==> src/rtl/frame_config_writer.sv <==
// frame_config_writer
//   Bitstream-side writer for the tile configuration port. Parses a stream of
//   32-bit words (sync / header / data / desync) taken over a valid/ready
//   handshake. Drives the shared FrameData row bus and a one-hot FrameStrobe
//   pulse for the addressed column/frame.
//   Optional build macro: FRAME_WRITER_CHECKSUM_EN adds a running XOR of the
//   data words. It also adds a CHECK state that compares the word following
//   DESYNC against that XOR.

module frame_config_writer #(
  parameter int          FrameBitsPerRow = 32,
  parameter int          MaxFramesPerCol = 20,
  parameter int          NumColumns      = 8,
  parameter logic [31:0] SYNC_WORD       = 32'hFAB0_FAB1,
  parameter logic [31:0] DESYNC_WORD     = 32'hFAB0_FADE
) (
  input  logic                                  UserCLK,
  input  logic                                  RESET,
  input  logic [FrameBitsPerRow-1:0]            WordIn,
  input  logic                                  WordValid,
  output logic                                  WordReady,
  output logic [FrameBitsPerRow-1:0]            FrameData,
  output logic [NumColumns*MaxFramesPerCol-1:0] FrameStrobe,
  output logic                                  ConfigBusy,
  output logic [15:0]                           FrameCount,
  output logic                                  Error
);

  localparam int         STROBE_W  = NumColumns * MaxFramesPerCol;
  localparam int         IDX_W     = $clog2(STROBE_W);
  localparam logic [7:0] FRAME_LIM = 8'(MaxFramesPerCol);
  localparam logic [7:0] COL_LIM   = 8'(NumColumns);

  typedef enum logic [2:0] {
    S_IDLE,
    S_HEADER,
    S_DATA,
    S_SETUP,
    S_STROBE
`ifdef FRAME_WRITER_CHECKSUM_EN
    , S_CHECK
`endif
  } state_t;

  state_t                      r_state;
  logic                        r_ready;
  logic                        r_busy;
  logic [FrameBitsPerRow-1:0]  r_data;
  logic [STROBE_W-1:0]         r_strobe;
  logic [15:0]                 r_count;
  logic                        r_error;
  logic [7:0]                  r_frame;
  logic [7:0]                  r_col;
`ifdef FRAME_WRITER_CHECKSUM_EN
  logic [FrameBitsPerRow-1:0]  r_xor;
`endif

  state_t                      w_next;
  logic                        w_xfer;
  logic                        w_is_sync;
  logic                        w_is_desync;
  logic                        w_hdr_bad;
  logic [IDX_W-1:0]            w_idx;
  logic [STROBE_W-1:0]         w_onehot;

  assign w_xfer      = WordValid && r_ready;
  assign w_is_sync   = (WordIn == SYNC_WORD);
  assign w_is_desync = (WordIn == DESYNC_WORD);
  assign w_hdr_bad   = (WordIn[31:16] != '0) ||
                       (WordIn[7:0]   >= FRAME_LIM) ||
                       (WordIn[15:8]  >= COL_LIM);

  // Ready is only ever high in states that consume a word.
  function automatic logic ready_in(input state_t s);
    case (s)
      S_IDLE, S_HEADER, S_DATA: ready_in = 1'b1;
`ifdef FRAME_WRITER_CHECKSUM_EN
      S_CHECK:                  ready_in = 1'b1;
`endif
      default:                  ready_in = 1'b0;
    endcase
  endfunction

  // Linear strobe index col*MaxFramesPerCol+frame, decoded to a one-hot vector.
  always_comb begin
    w_idx           = IDX_W'(r_col) * IDX_W'(MaxFramesPerCol) + IDX_W'(r_frame);
    w_onehot        = '0;
    w_onehot[w_idx] = 1'b1;
  end

  // Next-state decode of the word parser.
  always_comb begin
    w_next = r_state;
    case (r_state)
      S_IDLE:
        if (w_xfer && w_is_sync) w_next = S_HEADER;
      S_HEADER:
        if (w_xfer) begin
          if (w_is_desync) begin
`ifdef FRAME_WRITER_CHECKSUM_EN
            w_next = S_CHECK;
`else
            w_next = S_IDLE;
`endif
          end else if (w_is_sync) begin
            w_next = S_HEADER;
          end else if (w_hdr_bad) begin
            w_next = S_IDLE;
          end else begin
            w_next = S_DATA;
          end
        end
      S_DATA:
        if (w_xfer) w_next = S_SETUP;
      S_SETUP:
        w_next = S_STROBE;
      S_STROBE:
        w_next = S_HEADER;
`ifdef FRAME_WRITER_CHECKSUM_EN
      S_CHECK:
        if (w_xfer) w_next = S_IDLE;
`endif
      default:
        w_next = S_IDLE;
    endcase
  end

  // State register plus all registered outputs and the datapath.
  // Ready and busy are computed from the next state, so they change on the
  // same edge as the state. Ready therefore first rises one edge after reset
  // is released.
  always_ff @(posedge UserCLK or posedge RESET) begin
    if (RESET) begin
      r_state  <= S_IDLE;
      r_ready  <= 1'b0;
      r_busy   <= 1'b0;
      r_data   <= '0;
      r_strobe <= '0;
      r_count  <= '0;
      r_error  <= 1'b0;
      r_frame  <= '0;
      r_col    <= '0;
`ifdef FRAME_WRITER_CHECKSUM_EN
      r_xor    <= '0;
`endif
    end else begin
      r_state  <= w_next;
      r_ready  <= ready_in(w_next);
      r_busy   <= (w_next != S_IDLE);
      r_strobe <= '0;
      case (r_state)
        S_IDLE:
          if (w_xfer && w_is_sync) begin
            r_count <= '0;
            r_error <= 1'b0;
`ifdef FRAME_WRITER_CHECKSUM_EN
            r_xor   <= '0;
`endif
          end
        S_HEADER:
          if (w_xfer && !w_is_desync && !w_is_sync) begin
            if (w_hdr_bad) begin
              r_error <= 1'b1;
            end else begin
              r_frame <= WordIn[7:0];
              r_col   <= WordIn[15:8];
            end
          end
        S_DATA:
          if (w_xfer) begin
            r_data <= WordIn;
`ifdef FRAME_WRITER_CHECKSUM_EN
            r_xor  <= r_xor ^ WordIn;
`endif
          end
        S_SETUP:
          r_strobe <= w_onehot;
        S_STROBE:
          r_count <= r_count + 16'd1;
`ifdef FRAME_WRITER_CHECKSUM_EN
        S_CHECK:
          if (w_xfer && (WordIn != r_xor)) r_error <= 1'b1;
`endif
        default: ;
      endcase
    end
  end

  assign WordReady   = r_ready;
  assign FrameData   = r_data;
  assign FrameStrobe = r_strobe;
  assign ConfigBusy  = r_busy;
  assign FrameCount  = r_count;
  assign Error       = r_error;

endmodule

==> config.mk <==
export PLATFORM = sky130hd
export DESIGN_NAME = frame_config_writer
export DESIGN_NICKNAME = d
export VERILOG_FILES = /design/src/rtl/frame_config_writer.sv
export SDC_FILE = /design/constraint.sdc
export NUM_CORES = 1
export LEC_CHECK = 0
export CAP_MARGIN = 25
export CORE_ASPECT_RATIO = 0.7
export CORE_MARGIN = 2
export CORE_UTILIZATION = 35
export DETAILED_ROUTE_END_ITERATION = 12
export PLACE_DENSITY = 0.64
export SLEW_MARGIN = 20
export SYNTH_ARGS = -nofsm -noshare
export SYNTH_HDL_FRONTEND = slang
export SYNTH_SLANG_ARGS = --single-unit
==> constraint.sdc <==
create_clock -name UserCLK -period 9.5 [get_ports UserCLK]
set_input_delay 1.9 -clock UserCLK [delete_from_list [all_inputs] [get_ports UserCLK]]
set_output_delay 1.9 -clock UserCLK [all_outputs]
set_load 0.01 [all_outputs]
### After elaboration in Yosys (flattened, before gate mapping)

Cells that the tools add are included.

| word-level totals | value |
|---|---|
| register bits after elaboration | 230 |
| input port bits | 35 |
| output and inout bits | 211 |
| logic and storage cells | 65 |

| cells by class | value |
|---|---|
| $add $sub $neg | 2 |
| multipliers | 1 |
| order comparisons | 4 |
| eq/ne operators | 11 |
| mux-type cells | 17 |
| bitwise gates (word level) | 1 |
| reductions and logical operators | 20 |

Operators by type and width:

| operator | number |
|---|---|
| $mux 160 | 1 |
| $eq 32x32->1 const B | 2 |
| $pmux 16 s2 | 1 |
| $add 16x1->16 const B | 1 |
| $mux 16 | 1 |
| $reduce_bool 16->1 | 1 |
| $pmux 3 s5 | 1 |
| $eq 3x2->1 const B | 3 |
| $lt 8x9->1 const B | 1 |
| $mux 3 | 3 |
| $add 8x8->8 | 1 |
| $demux 1 s8 | 1 |
| $ge 8x1->1 const B | 1 |
| $ge 8x4->1 const B | 1 |
| $ge 8x5->1 const B | 1 |
| $mul 8x3->6 const B | 1 |
| $eq 3x1->1 const B | 2 |
| $logic_not 3->1 | 2 |
| $mux 2 | 3 |
| $ne 2x2->1 const B | 3 |
| $logic_and 1x1->1 | 5 |
| $mux 1 | 5 |
| $reduce_and 2->1 | 2 |
| $reduce_and 4->1 | 1 |
| 9 further kinds | 12 |

### Depth between registers and ports, before layout

| logic depth | value |
|---|---|
| depth after elaboration | 11 |
| depth in mapped cells | 13 |
| depth with buffers taken out | 11 |

### Least setup slack after synthesis

No wires, ideal clock.

| path | value |
|---|---|
| kind | input to register |
| start | in WordIn[17] |
| end | reg r_col[0] |
| setup time | 125 ps |
| arrival time | 3576 ps |
| data required time | 9375 ps |
| setup slack | 5799 ps |
| stages | 5 |
| buffers on the path | 1 |
| cells stage by stage | or4_1 > nand4bb_1 > nor4_4 > buf_4 > mux2_2 |

| between the ends | value |
|---|---|
| longest elaborated chain between the ends | 5 |
| elaborated cells on any way between the ends | 11 |
| those cells by class | eq/ne (2); bitwise (1); reduce/logical (8) |

Ends and longest elaborated chain:

| element | line | RTL |
|---|---|---|
| start: declaration | 19 | `input logic [FrameBitsPerRow-1:0] WordIn,` |
| $eq 32x32->1 or $reduce_bool 16->1 (tied branches) | 68, 69 |  |
| $logic_not 1->1 or $logic_or 1x1->1 (tied branches) | 161, 69 |  |
| $logic_and 1x1->1 or $logic_or 1x1->1 (tied branches) | 161, 70 |  |
| $logic_and 1x1->1 or $not 1->1 (tied branches) | - |  |
| $reduce_and 3->1 (no source line) (*) | - |  |
| end signal: assignment | 166 | `r_col <= WordIn[15:8];` |
| end: declaration | 53 | `logic [7:0] r_col;` |

Every way passes the cells marked *; elsewhere a longest branch is shown, timed or not.
A chain may end at the register's enable or synchronous reset.

### Worst setup path in the final report

| path | value |
|---|---|
| start | in WordIn[17] |
| end | reg r_count[4] (netlist: FrameCount[4]) |

| between the ends | value |
|---|---|
| longest elaborated chain between the ends | 4 |

Ends and longest elaborated chain:

| element | line | RTL |
|---|---|---|
| $eq 32x32->1 | 67 | `assign w_is_sync = (WordIn == SYNC_WORD);` |
| $logic_and 1x1->1 | 153 | `if (w_xfer && w_is_sync) begin` |
| $ne 2x2->1 (no source line) | - |  |
| $reduce_and 2->1 (no source line) | - |  |
| end signal: assignment | 179 | `r_count <= r_count + 16'd1;` |
| end: declaration | 50 | `logic [15:0] r_count;` |

Every way passes these cells.

==> results summary <==
Buffers inserted to repair hold after CTS numbered 0. The setup clock skew after layout came out at 8.741 ps. The number of iterations in the first detailed-routing pass is 5. The critical path is of the input pin to flip-flop type. The number of different library cells used by synthesis comes to 57. Setup repair after global routing left no endpoint under its margin. The number of synthesized register bits came out at roughly 230. The root buffer cell chosen for the clock tree is clkbuf_16. Data on the critical path arrives at its endpoint at 4590 ps. The global-route wire length before repair came out at 40.80 mm. The detailed placer's ending HPWL came out at 17.47 mm.

The routed metal-1 wire length is 12.28 mm. The max-capacitance violation count came out at 0. Compared with the post-synthesis result, the final layout area differs by 39.73%. On the critical path, the stage with the largest delay is an instance of or4_1. Using the TritonRoute via totals, the vias-per-cell ratio works out to around 5.1. The number of max-slew violations in the final report is 0. Of all flip-flops after synthesis, the portion carrying an async set or reset was 1.000. The largest total area in the synthesized netlist belongs to dfrtp_1. The number of buffers inserted by post-CTS setup repair is 0. The final RePlAce weighted congestion is 0.7673.

Counting every net in the synthesized netlist gives 796. The via total after detailed routing is 6,783. Setup violations remaining at the end of the flow were counted as 0. The top fanout value on the critical path is 12. The detailed route wirelength on metal2 is ~11 mm. The leakage power of the design came out at 5.414 nW. Measured on the finished design, the core utilization comes to 0.4933. For this run, the register share of the synthesized area comes to 0.6352. The count of pins on the block boundary came out at approximately 250. The clock latency on the worst-skew pair came out at 510 ps. The aggregate negative setup slack is 0 ps. After floorplanning, the core was divided into 49 placement rows.

In the detailed route, the total length drawn on met3 is about 1.9 mm. The final cell area excluding filler cells came out at 12,550 um^2. The detailed-route wire length per cell came out at 19.11 um. In this run the worst hold path is classified as flip-flop to flip-flop. Fill cells in the final layout number approximately 2,300. The highest layer touched by signal routing is met4.

For this configuration, the core starts out at a cell density of 0.3530. The cell area that synthesis handed to floorplanning was approximately 9000 um^2. The worst setup path is launched from an input pin.

The post-detailed-placement cell area is 11,740 um^2. The area share of the leading cell type in the synthesized netlist came out at 0.6352. Of the available clock period, the critical path in the final layout requires 0.4404. Headroom to the max-slew limit came out at 0.4016. The sink count of the clock tree is approximately 230. The count of input and output buffers came out at 245. The die is 195.5 um wide. The data required time at the worst endpoint came out at 9910 ps. After floorplanning, the core was sized to cover 25,440 um^2. The slew at the pin closest to its max-slew limit is 890.9 ps. Across the VDD grid, the largest voltage drop is 106.9 uV. The synthesized instance count is 749. The multi-input gate area in the final layout came out at 3018 um^2.

Traced cell by cell, the critical path runs through clkdlybuf4s50_1 -> or4_1 -> nor4_2 -> nand4_1 -> mux2_2 -> a21o_1. The number of nets in the finished design came out at 1,031. The number of warnings reported in the yosys synthesis log came out at 0. In the routed design, unresolved DRC markers number 0.

The sum of buffers and inverters on the critical path came out at 1. Excluding fillers, the count of instances in the completed layout stands at 1,333. The via count of the first global-routing pass is 6,937. The aggregate global-route resource usage came out at 0.1902. The antenna cell count is 0. The buffer depth of the longest clock path is 3. The vertical extent of the die is ~140 um. The number of antenna violations at the first check in global routing is 0. The final routed wirelength across all metal layers is ~25 mm. Yosys attributes the largest share of cell area to dfrtp_1 64%, mux2_2 5.1%, a21oi_1 4.2%. The area of the die came out at 26,980 um^2. The number of enable-type register cells in the synthesized netlist is 0. The delay contributed by the slowest stage of the critical path came out at 610 ps.

STA classifies the critical path endpoint as a flip-flop. The count of nets left with antenna violations after detail routing is 0. Summed over all layers, the global routing overflow is 0. The flow ran to the end, and the final reports show no timing, DRC or antenna violations.

The count of final hold-check violations is 0. The sequential cells in the finished layout cover a total of ~5700 um^2. The H-tree depth came out at 1. The cell total after placement is 1,287.

The post-cts repair resize count is 0. The power density normalized to cell area is 153.5 nW/um^2. The share of final-layout standard cells stronger than drive strength 1 is 0.1417.

The maximum frequency from static timing analysis came out at approximately 0.24 GHz. The clock buffer count from CTS is 24. The TritonCTS clock tree is done. Entering global routing, the biggest net connects 86 pins. The post-synthesis area per instance came out at 11.99 um^2.

The detailed router's first-iteration violation count came out at 406. The clock period minus final worst setup slack is 4183 ps. The cell family contributing the most delay on the critical path is simple AND/OR/NAND/NOR gates. The most used flip-flop cell after synthesis is dfrtp_1. Clock-pin slew was measured on the worst setup and hold paths at 70 ps.
-- worst paths after layout --
path	slack, ps	depth (start not counted)	from	end
setup / recovery	5320	6	WordIn[17]	FrameCount[4]
hold / removal	490	1	FrameCount[14]	FrameCount[14]
setup reg to reg	5770	12	r_col[1]	FrameStrobe[103]
hold reg to reg	490	1	FrameCount[14]	FrameCount[14]
max in group asynchronous	6310	3	RESET	FrameStrobe[82]
min in group asynchronous	1860	2	RESET	FrameStrobe[120]
-- layout make-up --
type | count | share of cell area
Clock inverter | 13 | 0.007975
Timing Repair Buffer | 260 | 0.2063
Clock buffer | 31 | 0.05323
Multi-Input combinational cell | 457 | 0.2405
Tap cell | 331 | 0.03300
Inverter | 13 | 0.004486
Sequential cell | 228 | 0.4546
-- power by group --
| part | internal [mW] | leakage [nW] | switching [mW] |
|---|---|---|---|
| clock network | 0.525 | 0.385 | 0.384 |
| logic | 0.0173 | 1.92 | 0.0284 |
| registers | 0.972 | 3.11 | 0.00116 |
-- cell usage in the layout (no fill, tap or decap), types with 25 or more instances in the layout --
cell type,instances
nand3_1,48
mux2_2,41
dfrtp_1,228
clkdlybuf4s50_1,245
nor2_1,31
a21oi_1,76
nand2_1,33
a211oi_1,35
clkbuf_16,25
nor2_2,30
nor3_1,44
-- cell usage after synthesis, types with 5 or more instances --
cell type / instances
a211oi_1: 35
a21oi_1: 76
a31oi_1: 5
buf_6: 6
clkbuf_1: 37
dfrtp_1: 228
ha_1: 10
inv_1: 13
mux2_2: 41
nand2_1: 33
nand3_1: 48
nand4_1: 10
nor2_1: 31
nor2_2: 30
nor2b_1: 10
nor3_1: 45
nor4_1: 5
o21ai_0: 11
or3_1: 5
xnor2_1: 5
-- state kept, by name, summed over array words and instances (netlist names) --
name and flops:
r_frame 8, WordReady 1, Error 1, r_col 6
ConfigBusy 1, FrameCount 16, FrameStrobe 160, FrameData 32
r_state 3
-- metrics by stage --
| step | hold slack, ps | setup WS (ps) | total power, mW |
|---|---|---|---|
| 3_3_place_gp | 483.8 | 4883 | 1.036 |
| 4_1_cts | 496.4 | 5237 | 1.954 |
| 5_1_grt | 517.7 | 5223 | 2.004 |
| 2_1_floorplan | 466.1 | 1352 | 1.010 |
| 6_report | 494.9 | 5317 | 1.927 |
| 3_5_place_dp | 489.4 | 4818 | 1.036 |
-- cells by family (layout without fill, tap and decap cells) --
group | after synthesis | count (layout) | synth area share
and+or+nand+nor | 245 | 245 | 0.1468
xor gates and xnor gates | 8 | 8 | 0.01031
DFF | 228 | 228 | 0.6352
adders and majority gates | 12 | 12 | 0.01839
muxes | 45 | 45 | 0.05586
AOI/OAI and AO/OA | 147 | 147 | 0.1007
buffers and inverters | 64 | 317 | 0.03273
-- layer usage --
metal / vias up / track usage
li1: 3119 / -
met1: 3403 / 0.2893
met2: 231 / 0.2739
met3: 30 / 0.04952
met4: 0 / 0.03736
met5: - / 0
-- worst register-to-register path: cells and delay by family (launching register included) --
kind / cells / cell delay (ps)
fa+ha+maj: 4 / 1270
buf+inv: 3 / 750
simple gates: 4 / 720
flops: 1 / 430
compound gates: 1 / 390
(Power assumes the default switching activity.)
